**config.mk**
```make
export PLATFORM = sky130hd
export DESIGN_NAME = tiny16_gpio
export DESIGN_NICKNAME = d
export VERILOG_FILES = /design/src/rtl/tiny16_gpio.sv
export SDC_FILE = /design/constraint.sdc
export NUM_CORES = 1
export LEC_CHECK = 0
export BUFFER_PORTS_ARGS = -buffer_cell sky130_fd_sc_hd__buf_2
export CAP_MARGIN = 10
export CORE_MARGIN = 5
export CORE_UTILIZATION = 54
export CTS_BUF_LIST = sky130_fd_sc_hd__clkbuf_8
export DETAILED_ROUTE_END_ITERATION = 6
export PLACE_DENSITY = 0.78
export SLEW_MARGIN = 0
export SYNTH_ARGS = -nofsm -noshare
export SYNTH_HDL_FRONTEND = slang
export SYNTH_SLANG_ARGS = --single-unit
```
**constraint.sdc**
```tcl
create_clock -name CLK -period 1.1 [get_ports CLK]
set_input_delay 0.11 -clock CLK [delete_from_list [all_inputs] [get_ports CLK]]
set_output_delay 0.11 -clock CLK [all_outputs]
set_load 0.005 [all_outputs]
```
**src/rtl/tiny16_gpio.sv**
```systemverilog
// Parametrised bidirectional GPIO port for the tiny16 register bus: per-pin direction,
// set/clear/toggle outputs, synchronised inputs with sticky, maskable edge interrupts.
module tiny16_gpio #(
  parameter int WIDTH       = 8,
  parameter int SYNC_STAGES = 2
) (
  input  logic             CLK,
  input  logic             RST,
  input  logic [2:0]       ADDR,
  input  logic [WIDTH-1:0] WDATA,
  input  logic             WE,
  input  logic             RE,
  output logic [WIDTH-1:0] RDATA,
  output logic             RVALID,
  input  logic [WIDTH-1:0] PIN_IN,
  output logic [WIDTH-1:0] PIN_OUT,
  output logic [WIDTH-1:0] PIN_OE,
  output logic             IRQ
);

  typedef enum logic [2:0] {
    A_IN   = 3'd0,
    A_OUT  = 3'd1,
    A_DIR  = 3'd2,
    A_IE   = 3'd3,
    A_POL  = 3'd4,
    A_BOTH = 3'd5,
    A_STAT = 3'd6,
    A_TGL  = 3'd7
  } reg_addr_e;

  localparam int ARM_W = $clog2(SYNC_STAGES + 2);

  logic [WIDTH-1:0] sync_q [SYNC_STAGES];
  logic [WIDTH-1:0] prev_q;
  logic [ARM_W-1:0] arm_cnt_q;
  logic [WIDTH-1:0] out_q, dir_q, ie_q, pol_q, both_q, stat_q;
  logic [WIDTH-1:0] rdata_q;
  logic             rvalid_q;
  logic             irq_q;

  reg_addr_e        addr_e;
  logic [WIDTH-1:0] synced, rise, fall, sel_edge, ev;
  logic [WIDTH-1:0] dir_nxt, stat_clr, rd_mux;
  logic             armed;

  assign addr_e   = reg_addr_e'(ADDR);
  assign synced   = sync_q[SYNC_STAGES-1];
  assign rise     = synced & ~prev_q;
  assign fall     = ~synced & prev_q;
  assign armed    = (arm_cnt_q == ARM_W'(SYNC_STAGES + 1));

  // The new direction gates detection, so an edge arriving with the switch to input can flag.
  assign dir_nxt  = (WE && addr_e == A_DIR) ? WDATA : dir_q;
  assign sel_edge = (both_q & (rise | fall)) | (~both_q & ((pol_q & fall) | (~pol_q & rise)));
  assign ev       = armed ? (~dir_nxt & sel_edge) : '0;
  assign stat_clr = (WE && addr_e == A_STAT) ? WDATA : '0;

  // NOTE: every output of an always_comb gets a default first, otherwise unlisted cases infer latches.
  always_comb begin
    rd_mux = '0;
    case (addr_e)
      A_IN:    rd_mux = synced;
      A_OUT:   rd_mux = out_q;
      A_DIR:   rd_mux = dir_q;
      A_IE:    rd_mux = ie_q;
      A_POL:   rd_mux = pol_q;
      A_BOTH:  rd_mux = both_q;
      A_STAT:  rd_mux = stat_q;
      default: rd_mux = '0;
    endcase
  end

  // NOTE: sequential state uses non-blocking assignments so every register samples pre-edge values.
  always_ff @(posedge CLK) begin
    if (!RST) begin
      for (int i = 0; i < SYNC_STAGES; i++) sync_q[i] <= '0;
      prev_q    <= '0;
      arm_cnt_q <= '0;
      out_q     <= '0;
      dir_q     <= '0;
      ie_q      <= '0;
      pol_q     <= '0;
      both_q    <= '0;
      stat_q    <= '0;
      rdata_q   <= '0;
      rvalid_q  <= 1'b0;
      irq_q     <= 1'b0;
    end else begin
      sync_q[0] <= PIN_IN;
      for (int i = 1; i < SYNC_STAGES; i++) sync_q[i] <= sync_q[i-1];
      prev_q <= synced;
      if (!armed) arm_cnt_q <= arm_cnt_q + ARM_W'(1);

      // Set wins over a same-cycle clear of the same flag.
      stat_q <= (stat_q & ~stat_clr) | ev;
      irq_q  <= |(stat_q & ie_q);

      rvalid_q <= RE;
      if (RE) rdata_q <= rd_mux;

      dir_q <= dir_nxt;
      if (WE) begin
        case (addr_e)
          A_OUT:   out_q  <= WDATA;
          A_IE:    ie_q   <= WDATA;
          A_POL:   pol_q  <= WDATA;
          A_BOTH:  both_q <= WDATA;
          A_TGL:   out_q  <= out_q ^ WDATA;
          default: ;
        endcase
      end
    end
  end

  assign RDATA   = rdata_q;
  assign RVALID  = rvalid_q;
  assign PIN_OUT = out_q;
  assign PIN_OE  = dir_q;
  assign IRQ     = irq_q;

endmodule
```
## Word-level counts from Yosys, hierarchy flattened

Memory sizes are Yosys's and may differ from the RTL's.
Index checks and enable logic that the tools add are counted.

- Register bits: 68
- RAM bits: 16
- Input bits: 23
- Memories kept: 1

Memory list:

| name | depth | bits a word | rd ports | clocked after Yosys merged registers in | wr ports | RTL line | RTL |
|---|---|---|---|---|---|---|---|
| sync_q | 2 | 8 | 2 | 0 | 2 | 34 | `logic [WIDTH-1:0] sync_q [SYNC_STAGES];` |

- Add/sub/neg operators: 1
- Equality and inequality tests: 8
- Multiplexer cells: 9
- Bitwise gates (word level): 22
- Reductions and logical operators: 9

Operator list:

| kind | number |
|---|---|
| 8-bit AND | 9 |
| 8-bit one-hot mux with 7 select lines | 1 |
| 8-bit inverter | 6 |
| 8-bit two-way mux | 5 |
| 8-bit bitwise OR | 4 |
| 8-bit one-hot mux with 2 select lines | 1 |
| 3-bit == test (second input constant) | 4 |
| 2-bit AND reduction | 4 |
| 8-bit OR reduction | 1 |
| 8-bit XOR | 1 |
| 3-bit by 2-bit == test with 1-bit output (second input constant) | 2 |
| 3-bit by 1-bit == test with 1-bit output (second input constant) | 1 |
| 3-bit logical NOT | 1 |
| 2-bit by 1-bit adder with 2-bit output (second input constant) | 1 |
| 2-bit == test (second input constant) | 1 |
| 1-bit logical AND | 2 |
| 1-bit two-way mux | 2 |
| 1-bit bitwise OR | 2 |
| 2-bit nonzero test | 1 |

## Depth between registers and ports, before layout

- Depth in word-level cells: 9
- Gate-level depth with buffers: 6

## Worst setup path after synthesis

No wires, ideal clock.

- Kind: register -> register
- From: register prev_q[1]
- To: register stat_q[1]
- Library setup time: 117 ps
- Arrival time: 1079 ps
- Setup slack: -97 ps
- Cell stages (with the launch flop): 7
- Buffers on the path: 0
- Clock period less this slack: 1197 ps
- Cells stage by stage: dfxtp_1 -> inv_1 -> ha_1 -> nor2b_1 -> a211oi_1 -> a211oi_1 -> a32o_1

- Longest elaborated chain between the ends: 9

Ends and longest elaborated chain:

| item | RTL line | RTL |
|---|---|---|
| from (decl) | 35 | `logic [WIDTH-1:0] prev_q;` |
| from (signal assigned) | 92 | `prev_q <= synced;` |
| 8-bit inverter | 49 | `assign rise = synced & ~prev_q;` |
| 8-bit AND | 49 |  |
| 8-bit AND | 55 | `assign sel_edge = (both_q & (rise \| fall)) \| (~both_q & ((pol_q & fall) \| (~pol_q & rise)));` |
| 8-bit bitwise OR | 55 |  |
| 8-bit AND | 55 |  |
| 8-bit bitwise OR (*) | 55 |  |
| 8-bit AND (*) | 56 | `assign ev = armed ? (~dir_nxt & sel_edge) : '0;` |
| 8-bit two-way mux (*) | 56 |  |
| 8-bit bitwise OR (*) | 96 | `stat_q <= (stat_q & ~stat_clr) \| ev;` |
| to (signal assigned) | 96 |  |
| to (decl) | 37 | `logic [WIDTH-1:0] out_q, dir_q, ie_q, pol_q, both_q, stat_q;` |

Mark *: on every way between the ends. The rest lies on a longest branch, timed or not.
A chain may end at the register's enable or synchronous reset.

## Worst setup path in the final report

- From: register prev_q[3]
- To: register stat_q[3]

The elaborated chain is that of the path after synthesis.

==> results by stage <==
STA:
- Hold timing on the final database bottoms out at a slack of 35.0 ps.
- Setup repair after global routing could not meet its margin everywhere.
- Setup violations remaining at the end of the flow were counted as 10.
- For the final database, setup skew stands at 8.66 ps.
- The worst path in the final design needs a cycle of 1270 ps, including I/O delays and setup.
- The total count of hold-check failures in the final report is 0.
- The final number of max-transition violations is 0.
- The summed negative setup slack over all endpoints is -1240 ps.
- The fmax is 789 MHz.
- The relative max-transition margin is 69.9%.
- Dividing the final minimum period by the clock period gives 115%.
- For the pin with the worst max-slew slack, the measured transition is 452 ps.
- The slack of the critical path is -167 ps.

Power:
- The analysis attributes to cell leakage a power of 2.09 nW.
- Power spread over the standard cell area amounts to 1230 nW/um^2.
- The worst-case IR drop observed on VDD is 887 uV.

Run:
- Max-cap violations in this run came to 0.

Synthesis:
- The most common cell in the synthesized netlist is dfxtp_1.
- Of the synthesized area, sequential elements account for 42.8%.
- For this run, asynchronously set or reset flops after synthesis account for 0%.
- Summed over its instances, the top area cell type makes up 42.8% of the synthesized netlist area.
- By count the netlist is led by dfxtp_1, nand2_1, nor2_1.
- Yosys attributes the largest share of cell area to dfxtp_1, nand2_1, ha_1.
- In the synthesized netlist the dominant register cell turns out to be dfxtp_1.
- Synthesis inferred 84 register bits.
- The count of synthesis-stage warnings from yosys is 0.
- The cell area that synthesis handed to floorplanning was 3930 sq um.
- Each instance of the synthesized netlist takes up on average 9.06 sq um.
- After synthesis, the netlist uses 45 different library cells.
- The synthesized design contains 0 enable-type register cells.
- The cell taking the most area after synthesis is dfxtp_1.
- Counting every net in the synthesized netlist gives 474.
- The cell count after synthesis is 434.

Floorplanning:
- From bottom edge to top edge, the die measures 95.3 microns.
- The area inside the core boundary is 7180 sq um.
- The area of the die is 9090 sq um.
- The starting utilization of the core area is 54.8%.
- The number of rows created at floorplan is 31.
- In this run the count of I/O pins placed on the die edge is 49.
- The die width is 95.3 microns.

Global routing:
- The global-route wire length before repair is 18200 microns.
- The initial antenna violation count is 0.
- The maximum number of pins on one net before global-route repair is 32.
- The number of global-route vias before repair was 3649.
- The total congestion overflow after global routing is 0.
- Global routing consumed, over all layers together, 26.7% of the routing resources.

Clock tree:
- Counting along the longest clock path gives a buffer depth of 2.
- Clock-pin slew was measured on the worst setup and hold paths at 80 ps.
- The TritonCTS buffer count is 9.
- The clock tree from TritonCTS is built.
- The number of H-tree branching levels is 3.
- The tree built by TritonCTS fans out to 84 sinks.
- For the worst-skew pair, the clock arrives at the later sink with an insertion delay of 360 ps.
- The tree is rooted in a clkbuf_8.

Setup path:
- The data required time of the critical path is 1350 ps.
- In this design, the stage delay of the slowest critical-path cell is 350 ps.
- In this run the worst path has a maximum fanout of 2.
- The worst setup path is launched from a flop.
- The type of element capturing the critical path is a flop.
- The highest-delay cell along the critical path is dfxtp_2.
- The signal on the critical path passes through inv_2 > ha_4 > nor2b_4 > a211oi_2 > a211oi_2 > a32o_1.
- The setup path with the least slack is of type reg -> reg.
- Counting stages on the worst path, the most repeated cell is a211oi_2.
- The data arrival time of the worst path is 1520 ps.

Cells and area:
- The area growth from synthesis to layout is 32.4%.
- The count of inserted antenna diode cells is 0.
- At the end of the flow, the number of nets in the layout was 576.
- The fraction of layout instances using a drive strength above 1 is 37.4%.
- The flip-flop and latch area is 1720 sq um.
- The count of fill cells added during filler insertion is 535.
- The number of standard cells in the layout, taps in and fillers out is 639.
- The multi-input combinational cells in the finished layout cover a total of 2280 sq um.
- The post-layout instance area is 5210 sq um.

Detailed routing:
- After detailed routing, the number of remaining DRC violations is 0.
- Wires add up to 11800 microns.
- For this block, the initial DRC count from the detailed router was 266.
- The post-detailed-route via-to-cell ratio is 5.74.
- The detailed-route via count is 3668.
- The detailed-router iteration count before antenna repair is 5.
- The detail-routed net length per standard cell is 18.5 microns.
- The post-detailed-route count of antenna-violating nets is 0.

Placed design:
- The HPWL after detailed placement is 7810 microns.
- The placed cell count is 614.
- The routability congestion estimate is 0.892.
- Before CTS, the worst setup slack after placement is -262 ps.
- The number of buffers inserted by port buffering is 48.
- After detailed placement, the total cell area comes to 4680 sq um.

Status:
- The run finished, with violations left.
- The checks that failed: negative setup slack.

Hold path:
- The classification of the worst-slack hold path is in -> reg.
[what timing repair did]
action | CTS | global route
hold buffers | 8 | 0
resized for setup | 22 | 36
pin swaps | 6 | 17
endpoints found under the setup margin | 10 | 13
cloned | 0 | 0
setup buffers | 0 | 2
hold endpoints to repair | 8 | 0
[power breakdown]
group	switching (mW)	total (mW)	internal (mW)
clock network	1.09	2.30	1.21
registers	0.0827	3.22	3.14
logic	0.453	0.863	0.410
total	1.62	6.38	4.76
[worst paths after layout]
kind                            slack (ps)            end    startpoint  depth (start not counted)
worst max-delay path                  -170      stat_q[3]     prev_q[3]                          6
worst min-delay path                    40        ie_q[3]      WDATA[3]                          3
worst max register to register        -170      stat_q[3]     prev_q[3]                          6
worst min register to register         440  sync_q[0][14]  sync_q[0][6]                          1
[layout by cell type (no fill, tap or decap), types with 5 or more instances in the layout]
cell,netlist,layout
a211oi_1,16,5
a211oi_2,0,10
a21oi_1,29,29
a221oi_2,2,5
a22o_1,7,7
a22oi_1,5,5
a32o_1,8,8
and2_1,20,20
buf_2,6,48
buf_4,2,51
clkbuf_8,0,12
dfxtp_1,84,63
dfxtp_2,0,16
dfxtp_4,0,5
dlygate4sd3_1,0,8
ha_1,17,5
ha_2,0,7
ha_4,0,5
inv_1,19,10
inv_2,0,10
mux2_2,7,6
mux2i_1,16,16
nand2_1,69,69
nand2b_1,6,6
nand3_1,13,13
nor2_1,30,30
nor2b_1,16,11
nor2b_4,1,6
o21ai_0,6,6
o2bb2ai_1,5,5
xnor2_1,8,8
[layout make-up]
class	count	area share, %
tap	99	2.38
multi-input combinational	308	43.7
inverter	20	1.49
clock buffer	12	3.17
sequential	84	33.0
timing repair buffer	113	15.5
clock inverter	3	0.721
[through the flow]
step           util [%]  power [mW]
2_1_floorplan         -        3.69
5_1_grt            72.6        6.57
4_1_cts            70.2        6.32
3_5_place_dp       65.2        4.05
3_3_place_gp       65.2        4.01
6_report           72.6        6.38
[worst max-delay path, delay by kind of cell, from the launching register on]
family	cells	cell delay, ps
AOI/OAI and AO/OA	3	490
adders and majority gates	1	140
buffers and inverters	1	50
DFF	1	350
and+or+nand+nor	1	110
[logic make-up (layout without fill, tap and decap cells)]
family          after synthesis  count (layout)  share of synthesized area, %
simple gates                168             168                          21.6
xor+xnor                     10              10                          2.42
mux                          23              23                          6.08
compound gates               90              90                          16.6
fa+ha+maj                    17              17                          5.41
buf+inv                      42             148                          5.16
flops                        84              84                          42.8
[state kept, by name, summed over array words and instances (netlist names)]
register,cells
RDATA,8
prev_q,8
both_q,8
pol_q,8
ie_q,8
sync_q,16
PIN_OUT,8
arm_cnt_q,2
IRQ,1
PIN_OE,8
RVALID,1
stat_q,8
[metal layers]
| layer | vias up | GRT usage [%] | part of all wire [%] |
|---|---|---|---|
| met1 | 1777 | 32.0 | 40 |
| met3 | 41 | 3.95 | 6.3 |
| met2 | 156 | 46.2 | 50 |
| li1 | 1694 | - | - |
| met4 | 0 | 13.6 | 3.2 |
| met5 | - | 0 | 0 |
Note: power is estimated with default switching activity, not from simulation.
